`src/rtl/piece_write_ctr_if.sv`:
```
// Board-memory writer bus: start/ready handshake, piece description in, RAM write strobe and
// sequence status out.
interface piece_write_ctr_if #(
  parameter int X_W    = 4,
  parameter int Y_W    = 5,
  parameter int ID_W   = 3,
  parameter int ADDR_W = 8
) ();
  logic              Start;
  logic              Ready;
  logic              done;
  logic [15:0]       piece_mask;
  logic [ID_W-1:0]   piece_id;
  logic [X_W-1:0]    pos_x;
  logic [Y_W-1:0]    pos_y;
  logic              wr_en;
  logic [ADDR_W-1:0] wr_addr;
  logic [ID_W-1:0]   wr_data;
  logic [2:0]        cells_written;
  logic              top_out;

  modport master (
    output Start, piece_mask, piece_id, pos_x, pos_y,
    input  Ready, done, wr_en, wr_addr, wr_data, cells_written, top_out
  );

  modport slave (
    input  Start, piece_mask, piece_id, pos_x, pos_y,
    output Ready, done, wr_en, wr_addr, wr_data, cells_written, top_out
  );
endinterface

```
`src/rtl/piece_write_ctr.sv`:
```
// Writes the active tetromino into board RAM: scans the latched 4x4 mask one cell per cycle and
// writes piece_id to every occupied, in-bounds cell, tallying writes and row-0 hits.
//
// state  | meaning
// S_idle | waiting for Start; Ready high
// S_scan | visiting box cell idx (0..15), one per cycle
// S_done | one-cycle completion pulse
module piece_write_ctr #(
  parameter int BOARD_W = 10,
  parameter int BOARD_H = 20,
  parameter int X_W     = 4,
  parameter int Y_W     = 5,
  parameter int ID_W    = 3,
  parameter int ADDR_W  = 8
) (
  input logic               clk,
  input logic               Reset,
  piece_write_ctr_if.slave  bus
);

  typedef enum logic [1:0] {
    S_idle = 2'd0,
    S_scan = 2'd1,
    S_done = 2'd2
  } state_t;

  state_t            ps, ns;
  logic [3:0]        idx;
  logic [15:0]       mask_q;
  logic [ID_W-1:0]   id_q;
  logic [X_W-1:0]    px_q;
  logic [Y_W-1:0]    py_q;
  logic [2:0]        cnt_q;
  logic              top_q;

  logic              accept;
  logic [X_W:0]      cell_x;
  logic [Y_W:0]      cell_y;
  logic              in_bounds;
  logic              wr_en_c;
  logic [ADDR_W-1:0] row_base;

  // Coordinates carry one extra bit so a box hanging past the edge never wraps back in bounds.
  always_comb begin
    cell_x    = {1'b0, px_q} + {{(X_W-1){1'b0}}, idx[1:0]};
    cell_y    = {1'b0, py_q} + {{(Y_W-1){1'b0}}, idx[3:2]};
    in_bounds = (cell_x < (X_W+1)'(BOARD_W)) && (cell_y < (Y_W+1)'(BOARD_H));
    wr_en_c   = (ps == S_scan) && mask_q[idx] && in_bounds;
    row_base  = ADDR_W'(cell_y) * ADDR_W'(BOARD_W);
    accept    = (ps == S_idle) && bus.Start;
  end

  always_ff @(posedge clk or posedge Reset) begin
    if (Reset) ps <= S_idle;
    else       ps <= ns;
  end

  always_comb begin
    ns = ps;
    case (ps)
      S_idle:  if (bus.Start) ns = S_scan;
      S_scan:  if (idx == 4'd15) ns = S_done;
      S_done:  ns = S_idle;
      default: ns = S_idle;
    endcase
  end

  always_ff @(posedge clk or posedge Reset) begin
    if (Reset) begin
      idx    <= '0;
      mask_q <= '0;
      id_q   <= '0;
      px_q   <= '0;
      py_q   <= '0;
      cnt_q  <= '0;
      top_q  <= 1'b0;
    end else if (accept) begin
      idx    <= '0;
      mask_q <= bus.piece_mask;
      id_q   <= bus.piece_id;
      px_q   <= bus.pos_x;
      py_q   <= bus.pos_y;
      cnt_q  <= '0;
      top_q  <= 1'b0;
    end else if (ps == S_scan) begin
      idx <= idx + 4'd1;
      if (wr_en_c) begin
        if (cnt_q != 3'd7) cnt_q <= cnt_q + 3'd1;
        if (cell_y == '0) top_q <= 1'b1;
      end
    end
  end

  assign bus.Ready         = (ps == S_idle);
  assign bus.done          = (ps == S_done);
  assign bus.wr_en         = wr_en_c;
  assign bus.wr_addr       = row_base + ADDR_W'(cell_x);
  assign bus.wr_data       = id_q;
  assign bus.cells_written = cnt_q;
  assign bus.top_out       = top_q;

endmodule
```
`src/flat_wrapper.sv`:
```
// flat-port wrapper written by rule: the top's interface ports become plain ports
module piece_write_ctr_flat 
#(
  parameter int BOARD_W = 10,
  parameter int BOARD_H = 20,
  parameter int X_W     = 4,
  parameter int Y_W     = 5,
  parameter int ID_W    = 3,
  parameter int ADDR_W  = 8
)
  (clk, Reset, bus_Start, bus_piece_mask, bus_piece_id, bus_pos_x, bus_pos_y, bus_Ready, bus_done, bus_wr_en, bus_wr_addr, bus_wr_data, bus_cells_written, bus_top_out);
  piece_write_ctr_if #(.X_W(X_W), .Y_W(Y_W), .ID_W(ID_W), .ADDR_W(ADDR_W)) bus_i ();
  input logic clk;
  input logic Reset;
  input wire logic [$bits(bus_i.Start)-1:0] bus_Start;
  input wire logic [$bits(bus_i.piece_mask)-1:0] bus_piece_mask;
  input wire logic [$bits(bus_i.piece_id)-1:0] bus_piece_id;
  input wire logic [$bits(bus_i.pos_x)-1:0] bus_pos_x;
  input wire logic [$bits(bus_i.pos_y)-1:0] bus_pos_y;
  output wire logic [$bits(bus_i.Ready)-1:0] bus_Ready;
  output wire logic [$bits(bus_i.done)-1:0] bus_done;
  output wire logic [$bits(bus_i.wr_en)-1:0] bus_wr_en;
  output wire logic [$bits(bus_i.wr_addr)-1:0] bus_wr_addr;
  output wire logic [$bits(bus_i.wr_data)-1:0] bus_wr_data;
  output wire logic [$bits(bus_i.cells_written)-1:0] bus_cells_written;
  output wire logic [$bits(bus_i.top_out)-1:0] bus_top_out;
  assign bus_i.Start = bus_Start;
  assign bus_i.piece_mask = bus_piece_mask;
  assign bus_i.piece_id = bus_piece_id;
  assign bus_i.pos_x = bus_pos_x;
  assign bus_i.pos_y = bus_pos_y;
  assign bus_Ready = bus_i.Ready;
  assign bus_done = bus_i.done;
  assign bus_wr_en = bus_i.wr_en;
  assign bus_wr_addr = bus_i.wr_addr;
  assign bus_wr_data = bus_i.wr_data;
  assign bus_cells_written = bus_i.cells_written;
  assign bus_top_out = bus_i.top_out;
  piece_write_ctr #(.BOARD_W(BOARD_W), .BOARD_H(BOARD_H), .X_W(X_W), .Y_W(Y_W), .ID_W(ID_W), .ADDR_W(ADDR_W)) u_core (.clk(clk), .Reset(Reset), .bus(bus_i));
endmodule
```
`config.mk`:
```
export PLATFORM = sky130hd
export DESIGN_NAME = piece_write_ctr_flat
export DESIGN_NICKNAME = d
export VERILOG_FILES = /design/src/rtl/piece_write_ctr_if.sv /design/src/rtl/piece_write_ctr.sv /design/src/flat_wrapper.sv
export SDC_FILE = /design/constraint.sdc
export NUM_CORES = 1
export LEC_CHECK = 0
export BUFFER_PORTS_ARGS = -buffer_cell sky130_fd_sc_hd__buf_2
export CAP_MARGIN = 0
export CORE_MARGIN = 4
export CORE_UTILIZATION = 49
export DETAILED_ROUTE_END_ITERATION = 12
export PLACE_DENSITY = 0.86
export SLEW_MARGIN = 20
export SYNTH_ARGS = -nofsm -noshare
export SYNTH_HDL_FRONTEND = slang
export SYNTH_SLANG_ARGS = --single-unit
```
`constraint.sdc`:
```
create_clock -name clk -period 3.83 [get_ports clk]
set_clock_uncertainty 0.15 [all_clocks]
set_input_delay 1.149 -clock clk [delete_from_list [all_inputs] [get_ports clk]]
set_output_delay 1.149 -clock clk [all_outputs]
set_load 0.01 [all_outputs]
```
==> results by stage, run 1 <==
Yosys:
- Averaged over all synthesized cells, the footprint is 9.34 µm².
- The most used flip-flop cell after synthesis is dfrtp_1.
- The Yosys step of the flow raised 0 warnings.
- Ranked by total cell area, the synthesized netlist is headed by dfrtp_1 42%, nand2_1 16%, ha_1 9.9%.
- For this run, asynchronously set or reset flops after synthesis account for 100%.
- The count of cell types in the netlist is 32.
- The share of synthesized area in the top cell type comes to 41.7%.
- The post-synth net total is 297.
- The post-synthesis cell type with the largest combined area is dfrtp_1.
- After synthesis the cells add up to 2280 µm².
- The share of the yosys chip area belonging to registers is 41.7%.
- The count of flip-flops with a built-in enable after synthesis is 0.
- Synthesis produced a netlist whose cell count is 244.
- In this run, synthesis produced a sequential element count of 38.

Routing:
- The iteration-0 DRC count of the detailed router is 75.
- The met2 wire length is 2.66 mm.
- The highest routed metal layer is met4.
- Wire segments on met3 add up to 195 µm in the final route.
- The vias after detailed routing is 1,865.
- The total routed wirelength is 4.94 mm.
- The number of iterations in the first detailed-routing pass is 4.
- The met1 wire length is 2.03 mm.
- Dividing the detail-routed wire length by the instance count gives 13.4 µm.
- The count of nets left with antenna violations once routing finished came out at 0.
- In the routed design, unresolved DRC markers number 0.
- The vias per cell is 5.04.

Critical path:
- The class of the most critical setup path is reg2out.
- Across all register-to-register paths, the minimum setup slack is 1.29 ns.
- The data required time of the critical path is 2.53 ns.
- The most critical setup path has its startpoint at u_core.idx[3].
- The launching point of the worst reg2reg path is u_core.idx[3].
- The number of cells on the worst reg-to-reg path is 8.
- STA classifies the critical path startpoint as a register.
- In this run the worst path has a maximum fanout of 4.
- The critical path endpoint category is an output port.
- The arrival time at the worst endpoint is 3.07 ns.
- In this run the critical register-to-register path is captured at u_core.bus.cells_written[0].
- The critical path ends at bus_wr_addr[7].

Timing:
- Setup violations remaining at the end of the flow were counted as 4.
- The setup TNS is -1.32 ns.
- The worst pin sits at a relative slew slack of 57.9%.
- The count of pins over their slew limit is 0.
- At the pin with the least slew margin, the transition time is 0.631 ns.
- The maximum operating frequency is 229 MHz.
- The smallest setup slack after layout is -0.542 ns.
- The number of hold violations in the final report is 0.
- The worst hold margin is 0.327 ns.
- Setup repair after global routing could not meet its margin everywhere.
- For the finished layout, the period the worst path requires is 4.37 ns.
- The portion of the clock cycle consumed by the worst path in the final layout is 114%.

Clock network:
- The root buffer cell is clkbuf_8.
- The number of sinks on the clock net is 38.
- The clock passes through at most 2 buffers.
- Clock tree synthesis inserted a total of 5 buffers.
- After clock tree synthesis, the clock-pin slew on the worst setup and hold paths is 0.07 ns.
- The hold buffer count at cts is 0.
- The TritonCTS clock tree is done.
- The H-tree was split into 2 levels.
- Clock latency on the worst-skew pair, taken at its later pin, is 0.29 ns.

Floorplanning:
- Pin placement for this block handled 49 I/O pins.
- Row generation in the floorplan step produced 24 rows.
- The area of the core is 4410 µm².
- Measured along the y axis, the die boundary spans 76.2 µm.
- The effective utilization at floorplan is 51.6%.
- The floorplan step set the die width to 76.2 µm.
- The total die area is 5800 µm².

GRT:
- The first global-routing pass estimated 8.62 mm of wire.
- The number of antenna violations at the first check in global routing is 0.
- The via count of the first global-routing pass is 1,924.
- Summed over all layers, the global routing overflow is 0.
- Entering global routing, the biggest net connects 36 pins.
- The overall global routing resource usage is 18.0%.

Finish:
- The number of filler instances in the final layout is 338.
- The share of layout cells above drive strength 1 is 34.9%.
- The number of cells in the finished layout apart from fillers is 370.
- The area growth from synthesis to layout is 33.4%.
- The total number of nets in the final design is 370.
- The final antenna diode count is 0.

Hold path:
- The worst hold path belongs to the class reg2reg.

Outcome:
- The flow ran to the end, but the final reports show violations.
- The final reports fail on negative setup slack.

Job:
- Across the run, the number of max-cap violations was 0.

Placed design:
- The count of buffers inserted at the top-level ports is 48.
- Including well taps, the total number of placed cells is 358.
- Summed over all nets, the half-perimeter wirelength after detailed placement is 3.70 mm.
- The routability-driven placement congestion ratio is 0.800.
-- critical path, cell delays in order (launching register included) --
cell and delay [ns]:
dfrtp_2 0.44, buf_6 0.13, fa_2 0.45, nand3_4 0.13, xnor2_4 0.14, ha_4 0.25
fa_2 0.40, xor2_2 0.16, nand2_1 0.09, a21oi_2 0.16, xnor2_1 0.16, xnor2_1 0.13
buf_2 0.14
-- routing by layer --
layer	vias to the layer above	track usage (%)
li1	949	-
met1	876	21.5
met2	35	32.5
met3	5	4.02
met4	0	4.72
met5	-	0
-- synth_stat cells, types with 3 or more instances --
cell type / n
nand2b_1: 3
o21ai_0: 8
clkbuf_1: 6
nor2b_1: 4
ha_1: 18
xnor2_1: 8
nand3_1: 6
fa_1: 4
dfrtp_1: 38
a21oi_1: 4
mux2i_1: 6
a21o_1: 3
mux4_1: 4
nor2_1: 6
xor2_1: 5
nand2_1: 98
inv_1: 8
-- worst min path at each step --
stage                     cells past startpoint                end         startpoint
final                                         2   u_core.mask_q[7]   u_core.mask_q[7]
after global routing                          2   u_core.mask_q[3]   u_core.mask_q[3]
after CTS                                     2   u_core.mask_q[7]   u_core.mask_q[7]
after detailed placement                      2   u_core.mask_q[7]   u_core.mask_q[7]
after global placement                        2  u_core.mask_q[11]  u_core.mask_q[11]
after floorplan                               2   u_core.mask_q[4]   u_core.mask_q[4]
-- cells in the final DEF, fill, tap and decap left out, types with 6 or more instances in the layout --
master   instances
nor2_1           6
ha_1            10
o21ai_0          6
mux2i_1          6
nand2_1         96
buf_4           21
dfrtp_1         37
buf_2           48
inv_1            8
-- cell type report --
class	count	area [µm²]	area share, %
inverter	8	30.0	0.988
clock buffer	5	68.8	2.26
timing repair buffer	74	454	14.9
sequential	38	952	31.3
multi-input combinational	190	1430	47.0
clock inverter	3	40.0	1.32
tap	52	65.1	2.14
-- state kept, by name, summed over array words and instances, names as in the netlist --
register / count
u_core.mask_q: 16
u_core.px_q: 4
u_core.bus.top_out: 1
u_core.ps: 2
u_core.bus.cells_written: 3
u_core.py_q: 5
u_core.idx: 4
u_core.bus.wr_data: 3
-- through the flow --
| step | cell area [µm²] | setup slack (ns) | utilization, % |
|---|---|---|---|
| final | 3040 | -0.542 | 68.8 |
| after global routing | 3040 | -0.679 | 68.8 |
| after CTS | 3000 | -0.469 | 67.9 |
| after detailed placement | 2770 | -0.260 | 62.6 |
| after global placement | 2770 | -0.153 | 62.6 |
| after floorplan | 2340 | -0.115 | - |
-- timing repair --
| action | in CTS | in global routing |
|---|---|---|
| setup endpoints to repair | 4 | 6 |
| buffers inserted | 4 | 0 |
| cloned | 0 | 0 |
| resized for setup | 14 | 9 |
| pin swaps | 10 | 5 |
-- cells by family (layout without fill, tap and decap cells) --
| logic type | count (synthesis) | after routing | share of synthesized area (%) |
|---|---|---|---|
| buf+inv | 16 | 90 | 3.13 |
| flops | 38 | 38 | 41.7 |
| simple gates | 123 | 123 | 22.5 |
| xor+xnor | 13 | 13 | 5.00 |
| compound gates | 22 | 22 | 7.03 |
| fa+ha+maj | 22 | 22 | 13.4 |
| mux | 10 | 10 | 7.25 |
Power of run 1 is not shown: default switching activity piles up to over one toggle a cycle in this logic, so the estimate is an artifact.
==> run 2: changes to the inputs <==
- RECOVER_POWER: unset -> 50
==> run 2 against run 1 <==
Net effect: the flow still finishes with violations (negative setup slack); core utilization decreased by 0.23 points; final area decreased by 0.33%; flip-flop and latch count unchanged; clock-buffer cell count unchanged; non-clock buffer count unchanged; sequential share of layout area grew 0.10 points; hold slack got worse by 0.00061 ns; critical path type unchanged; largest cell class unchanged; highest routed layer unchanged.
==> results by stage, run 2 (synthesis gave the netlist of run 1 again) <==
Clock network:
- The clock drives 38 sinks.
- The tree is rooted in a clkbuf_8.
- After clock tree synthesis, the clock-pin slew on the worst setup and hold paths is 0.07 ns.
- The TritonCTS clock tree is done.
- The clock reaches the later pin of the worst-skew pair after 0.29 ns.
- The number of buffers created by CTS is 5.
- The depth of the CTS H-tree is 2.
- The hold buffer count at cts is 0.
- The maximum buffer depth of the clock tree is 2.

Routing:
- The number of iterations in the first detailed-routing pass is 4.
- The total DRC errors in the routed layout is 0.
- In this run, the number of DRC markers left after iteration 0 of detailed routing was 74.
- The count of antenna-violating nets left after detailed routing is 0.
- The vias after detailed routing is 1,864.
- The vias per cell is 5.04.
- After detailed routing, the average wire length per cell comes to 13.3 µm.
- The total routed wirelength is 4.94 mm.

Floorplanning:
- For this configuration, the core starts out at a cell density of 51.6%.
- Measured along the y axis, the die boundary spans 76.2 µm.
- The area of the core is 4410 µm².
- The chip width is 76.2 µm.
- The floorplan step defined a die boundary enclosing 5800 µm².
- The count of pins on the block boundary is 49.
- In this run the core area contains 24 standard-cell rows.

GRT:
- The via count of the first global-routing pass is 1,924.
- The overall global routing resource usage is 18.0%.
- Entering global routing, the biggest net connects 36 pins.
- The first global-routing pass estimated 8.62 mm of wire.
- The global-route congestion overflow total is 0.
- The number of antenna violations at the first check in global routing was 0.

Finish:
- The total number of nets in the final design is 370.
- u_core.mask_q holds more flip-flops than any other register.
- The final antenna diode count is 0.
- The most common cell after layout, fill and taps aside is nand2_1.
- In the final layout, the registers with the most flip-flops are u_core.mask_q (16), u_core.py_q (5).
- The flip-flop count of the largest register, all copies and words added is 16.
- The signed area change from the synthesized netlist to the final layout is 32.9%.
- In the layout the commonest cells are 97 x nand2_1, 48 x buf_2, 37 x dfrtp_1.
- The post-route standard cell area excluding fillers is 3030 µm².
- Of the cells placed in the final design, the portion with a size suffix greater than 1 is 34.0%.
- The number of filler instances in the final layout is 342.

Hold path:
- The critical hold path startpoint is u_core.mask_q[7].
- The worst hold path terminates at u_core.mask_q[7].
- The min-delay analysis places its worst path in the category reg2reg.
- The worst hold path cell count is 2.

Critical path:
- The data required time of the critical path is 2.53 ns.
- The number of cells traversed by the worst register-to-register path is 8.
- The kind of cell adding the most delay to the critical path is adder cells.
- The critical path runs through a total of 12 cells.
- The critical-path cell with the highest stage delay is fa_2.
- The reg-to-reg setup timing slack is 1.29 ns.
- The endpoint of the lowest-slack register-to-register path is u_core.bus.cells_written[0].
- On the worst path, the slowest cell contributes a delay of 0.45 ns.
- STA classifies the critical path endpoint as an output port.
- Walking the worst path, the cells encountered are buf_6 -> fa_2 -> nand3_4 -> xnor2_4 -> ha_4 -> fa_2 -> xor2_2 -> nand2_1 -> a21oi_2 -> xnor2_1 -> xnor2_1 -> buf_2.
- Of all nets on the critical path, the largest fanout is 4.
- The buffering stage count on the worst path with inverters included is 2.
- Data on the critical path arrives at its endpoint at 3.07 ns.
- The startpoint kind of the worst setup timing path is a register.
- The startpoint identified for the worst register-to-register timing path is u_core.idx[3].
- The class of the most critical setup path is reg2out.

Timing:
- The maximum operating frequency is 229 MHz.
- The number of endpoints failing setup at the final stage is 4.
- Headroom to the max-slew limit came out at 27.1%.
- The worst hold margin is 0.326 ns.
- Across all setup checks in the final design, the least slack found is -0.542 ns.
- The count of pins over their slew limit came to 0.
- Setup repair after global routing could not meet its margin everywhere.
- The number of hold violations in the final report came to 0.
- The portion of the clock cycle consumed by the worst path in the final layout is 114%.
- At the pin with the least slew margin, the transition time is 1.09 ns.
- Counting I/O delays and the setup requirement, the final critical path takes 4.37 ns.

Placed design:
- The worst-case setup slack after placement is -0.260 ns.
- Summing all placed instances gives a cell area of 2770 µm².
- The routability-driven placement congestion ratio is 0.800.
- The final HPWL from detailed placement is 3.70 mm.
- The count of buffers inserted at the top-level ports is 48.

Outcome:
- The run finished, with violations left.
- The checks that failed: negative setup slack.

Job:
- The tool flagged a number of max-cap violations equal to 0.
[run 2: changes by cell type in the layout (fill, tap and decap cells not counted), sizes merged]
cell,previous run,this run
buf,74,72
clkbuf,5,7
[run 2: worst reg2reg max path, cell delays in order (launching register included)]
cell	delay (ns)
dfrtp_2	0.44
buf_6	0.13
fa_2	0.45
buf_4	0.17
nand2_1	0.11
o31ai_1	0.12
a2111oi_4	0.44
nand4b_2	0.21
mux2i_1	0.22
[run 2: per-layer routing]
layer  global-route usage (%)  share of wire [%]
met5                        0                  0
met4                     4.72                1.1
met3                     4.02                3.9
met2                     32.5                 53
met1                     21.5                 42
[run 2: timing repair]
| item | 4_1_cts | 5_1_grt |
|---|---|---|
| setup endpoints to repair | 4 | 6 |
| setup buffers | 4 | 0 |
| resized for setup | 14 | 9 |
| pin swaps | 10 | 5 |
| gates cloned | 0 | 0 |
[run 2: layout make-up]
class	count	area [µm²]	share of cell area, %
clock buffer	5	68.8	2.27
clock inverter	3	40.0	1.32
inverter	8	30.0	0.991
multi-input combinational	190	1430	47.1
sequential	38	952	31.4
tap	52	65.1	2.15
timing repair buffer	74	447	14.7
[run 2: how the worst max path moves through the flow]
stage	slack, ns	end	from
detailed placement	-0.26	bus_wr_addr[7]	u_core.idx[2]
global placement	-0.15	bus_wr_addr[7]	u_core.idx[2]
floorplan	-0.12	bus_wr_addr[7]	u_core.idx[2]
CTS	-0.47	bus_wr_addr[7]	u_core.py_q[1]
global route	-0.68	bus_wr_addr[7]	u_core.idx[3]
finish	-0.54	bus_wr_addr[7]	u_core.idx[3]
[run 2: stage by stage]
step	utilization (%)	setup TNS [ns]	cells
6_report	68.6	-1.32	370
5_1_grt	68.6	-1.96	370
4_1_cts	67.9	-1.29	370
3_5_place_dp	62.6	-0.395	358
3_3_place_gp	62.6	-0.261	358
2_1_floorplan	-	-0.115	244
Power of run 2 is left out for the same reason.
==> run 3: changes to the inputs <==
- CTS_CLUSTER_SIZE: unset -> 25
- clock period: 3.83 -> 3.77 ns (I/O delays scaled with it)
==> run 3 against run 2 <==
Net effect: final area increased by 5.4%; the run still ends with negative setup slack left; die area did not move; largest cell class unchanged; cell count is 1.4% higher.
==> results by stage, run 3 (synthesis gave the netlist of run 1 again) <==
Placed design:
- Port buffering added 48 buffers.
- Routability-driven placement finished with a final weighted congestion of 0.784.
- The area after detailed placement is 2770 µm².
- The final HPWL from detailed placement is 3.85 mm.

Timing:
- The relative max-transition margin is 24.6%.
- The count of pins over their slew limit is 0.
- The time the worst path needs with I/O delays and setup is 4.31 ns.
- The maximum operating frequency is 232 MHz.
- The number of hold violations in the final report is 0.
- Of the available clock period, the critical path in the final layout requires 114%.
- The number of endpoints failing setup at the final stage is 4.
- Across all setup checks in the final design, the least slack found is -0.545 ns.
- Setup repair after global routing could not meet its margin everywhere.
- At the pin with the least slew margin, the transition time is 1.13 ns.

Critical path:
- The number of cells traversed by the worst register-to-register path is 8.
- The worst setup path is captured at an output port.
- The arrival time at the worst endpoint is 3.03 ns.
- The startpoint kind of the worst setup timing path is a register.
- The critical-path maximum fanout is 4.
- The critical path is of the reg2out type.
- Data on the critical path is required at its endpoint by 2.49 ns.
- Setup slack on the worst reg-to-reg path comes out at 1.29 ns.

Clock network:
- TritonCTS created 5 clock buffers.
- Clock latency on the worst-skew pair, taken at its later pin, is 0.29 ns.
- The H-tree generated during clock tree synthesis spans 2 levels.
- The TritonCTS clock tree is done.
- The maximum buffer depth of the clock tree is 2.
- For this design, the sink count on the clock tree is 38.
- The hold buffer count at cts is 0.
- The clock input transition at the sequential cells of the worst setup and hold paths is 0.07 ns.
- The root buffer cell chosen for the clock tree is clkbuf_8.

Finish:
- The final antenna diode count is 0.
- Leaving out fill and tap cells, the most frequent cells in the layout are 95 x nand2_1, 48 x buf_2, 36 x dfrtp_1.
- The signed area change from the synthesized netlist to the final layout is 40.1%.
- The most common cell after layout, fill and taps aside is nand2_1.
- The largest registers in the layout are u_core.mask_q (16), u_core.py_q (5).
- The post-route standard cell area excluding fillers is 3190 µm².
- The register with the most flip-flops is u_core.mask_q.
- The net count of the finished layout is 375.
- The register with the most flip-flops in the layout has 16 of them.
- Cells with a size suffix above 1 make up 37.8% of the layout.

GRT:
- The global-route congestion overflow total is 0.
- The number of antenna violations at the first check in global routing was 0.
- For this run, the total global-route usage over all layers was measured as 19.2%.
- Entering global routing, the biggest net connects 36 pins.
- The via count of the first global-routing pass is 2,086.
- The first-pass GRT wire length is 9.20 mm.

Floorplanning:
- The effective utilization at floorplan is 51.6%.
- The count of pins on the block boundary is 49.
- The floorplan step defined a core boundary enclosing 4410 µm².
- From bottom edge to top edge, the die measures 76.2 µm.
- The total die area is 5800 µm².
- The floorplan has 24 rows.
- The chip width is 76.2 µm.

Routing:
- The vias after detailed routing is 1,913.
- The average routed wire per standard cell is 14.1 µm.
- The number of iterations in the first detailed-routing pass is 4.
- After detailed routing, the number of vias per cell comes to 5.10.
- After detailed routing, the number of remaining DRC violations is 0.
- Summed over all layers, the routed wires come to 5.29 mm.
- In this run the remaining antenna-violating nets after routing total 0.
- The iteration-0 DRC count of the detailed router is 48.

Outcome:
- The final reports fail on negative setup slack.
- The flow ran to the end, but the final reports show violations.

Job:
- Max-cap violations in this run came to 0.

Hold path:
- The worst hold path passes through 2 cells.
- The path class of the tightest hold or removal check is reg2reg.
run 3: changes by cell type in the layout (fill, tap and decap cells not counted), sizes merged:
cell	before	now
buf	72	76
bufinv	1	2
clkbuf	7	9
clkinv	2	0
run 3: repair_timing:
item | in CTS | in global routing
setup buffers | 6 | 3
pin swaps | 11 | 9
endpoints found under the setup margin | 5 | 6
gates resized for setup | 16 | 19
run 3: worst paths after layout:
check | start | end
min in group asynchronous | Reset | u_core.mask_q[1]
max in group asynchronous | Reset | u_core.py_q[1]
worst min-delay path | u_core.mask_q[9] | u_core.mask_q[9]
worst max register to register | u_core.idx[3] | u_core.bus.cells_written[1]
worst max-delay path | u_core.idx[3] | bus_wr_addr[7]
worst min register to register | u_core.mask_q[9] | u_core.mask_q[9]
run 3: layout make-up:
class                   count  area [µm²]
multi-input cells         190        1520
inverters                   8        30.0
repair buffers             79         484
fillers                   315        1220
clock buffers               6        82.6
clock inverters             2        60.1
flip-flops and latches     38         953
well taps                  52        65.1
run 3: metrics by stage:
step | TNS [ns] | instances | hold slack [ns] | utilization, % | setup slack [ns]
2_1_floorplan | -0.157 | 244 | 0.287 | - | -0.157
3_3_place_gp | -0.347 | 359 | 0.300 | 62.8 | -0.198
3_5_place_dp | -0.592 | 359 | 0.307 | 62.8 | -0.310
4_1_cts | -1.38 | 372 | 0.326 | 69.3 | -0.550
5_1_grt | -2.09 | 375 | 0.345 | 72.3 | -0.656
6_report | -1.49 | 375 | 0.324 | 72.3 | -0.545
run 3: critical path, stage by stage (launching register included):
cell and delay, ns:
dfrtp_2 0.44, buf_6 0.13, fa_2 0.47, nand3_4 0.15, xnor2_4 0.14, ha_4 0.25
fa_2 0.40, xor2_2 0.16, nand2_1 0.08, a21oi_2 0.12, xnor2_1 0.15, xnor2_1 0.13
buf_2 0.14
run 3: metal layers:
layer  global-route usage [%]  routed length [µm]  up-vias  part of all wire (%)
met5                        0                   0        -                     0
met4                     6.47                  80        0                   1.5
met3                     4.37                 237       10                   4.5
met2                     36.6                2960       47                    56
met1                     20.4                2020      903                    38
li1                         -                   -      953                     -
Power of run 3 is left out for the same reason.
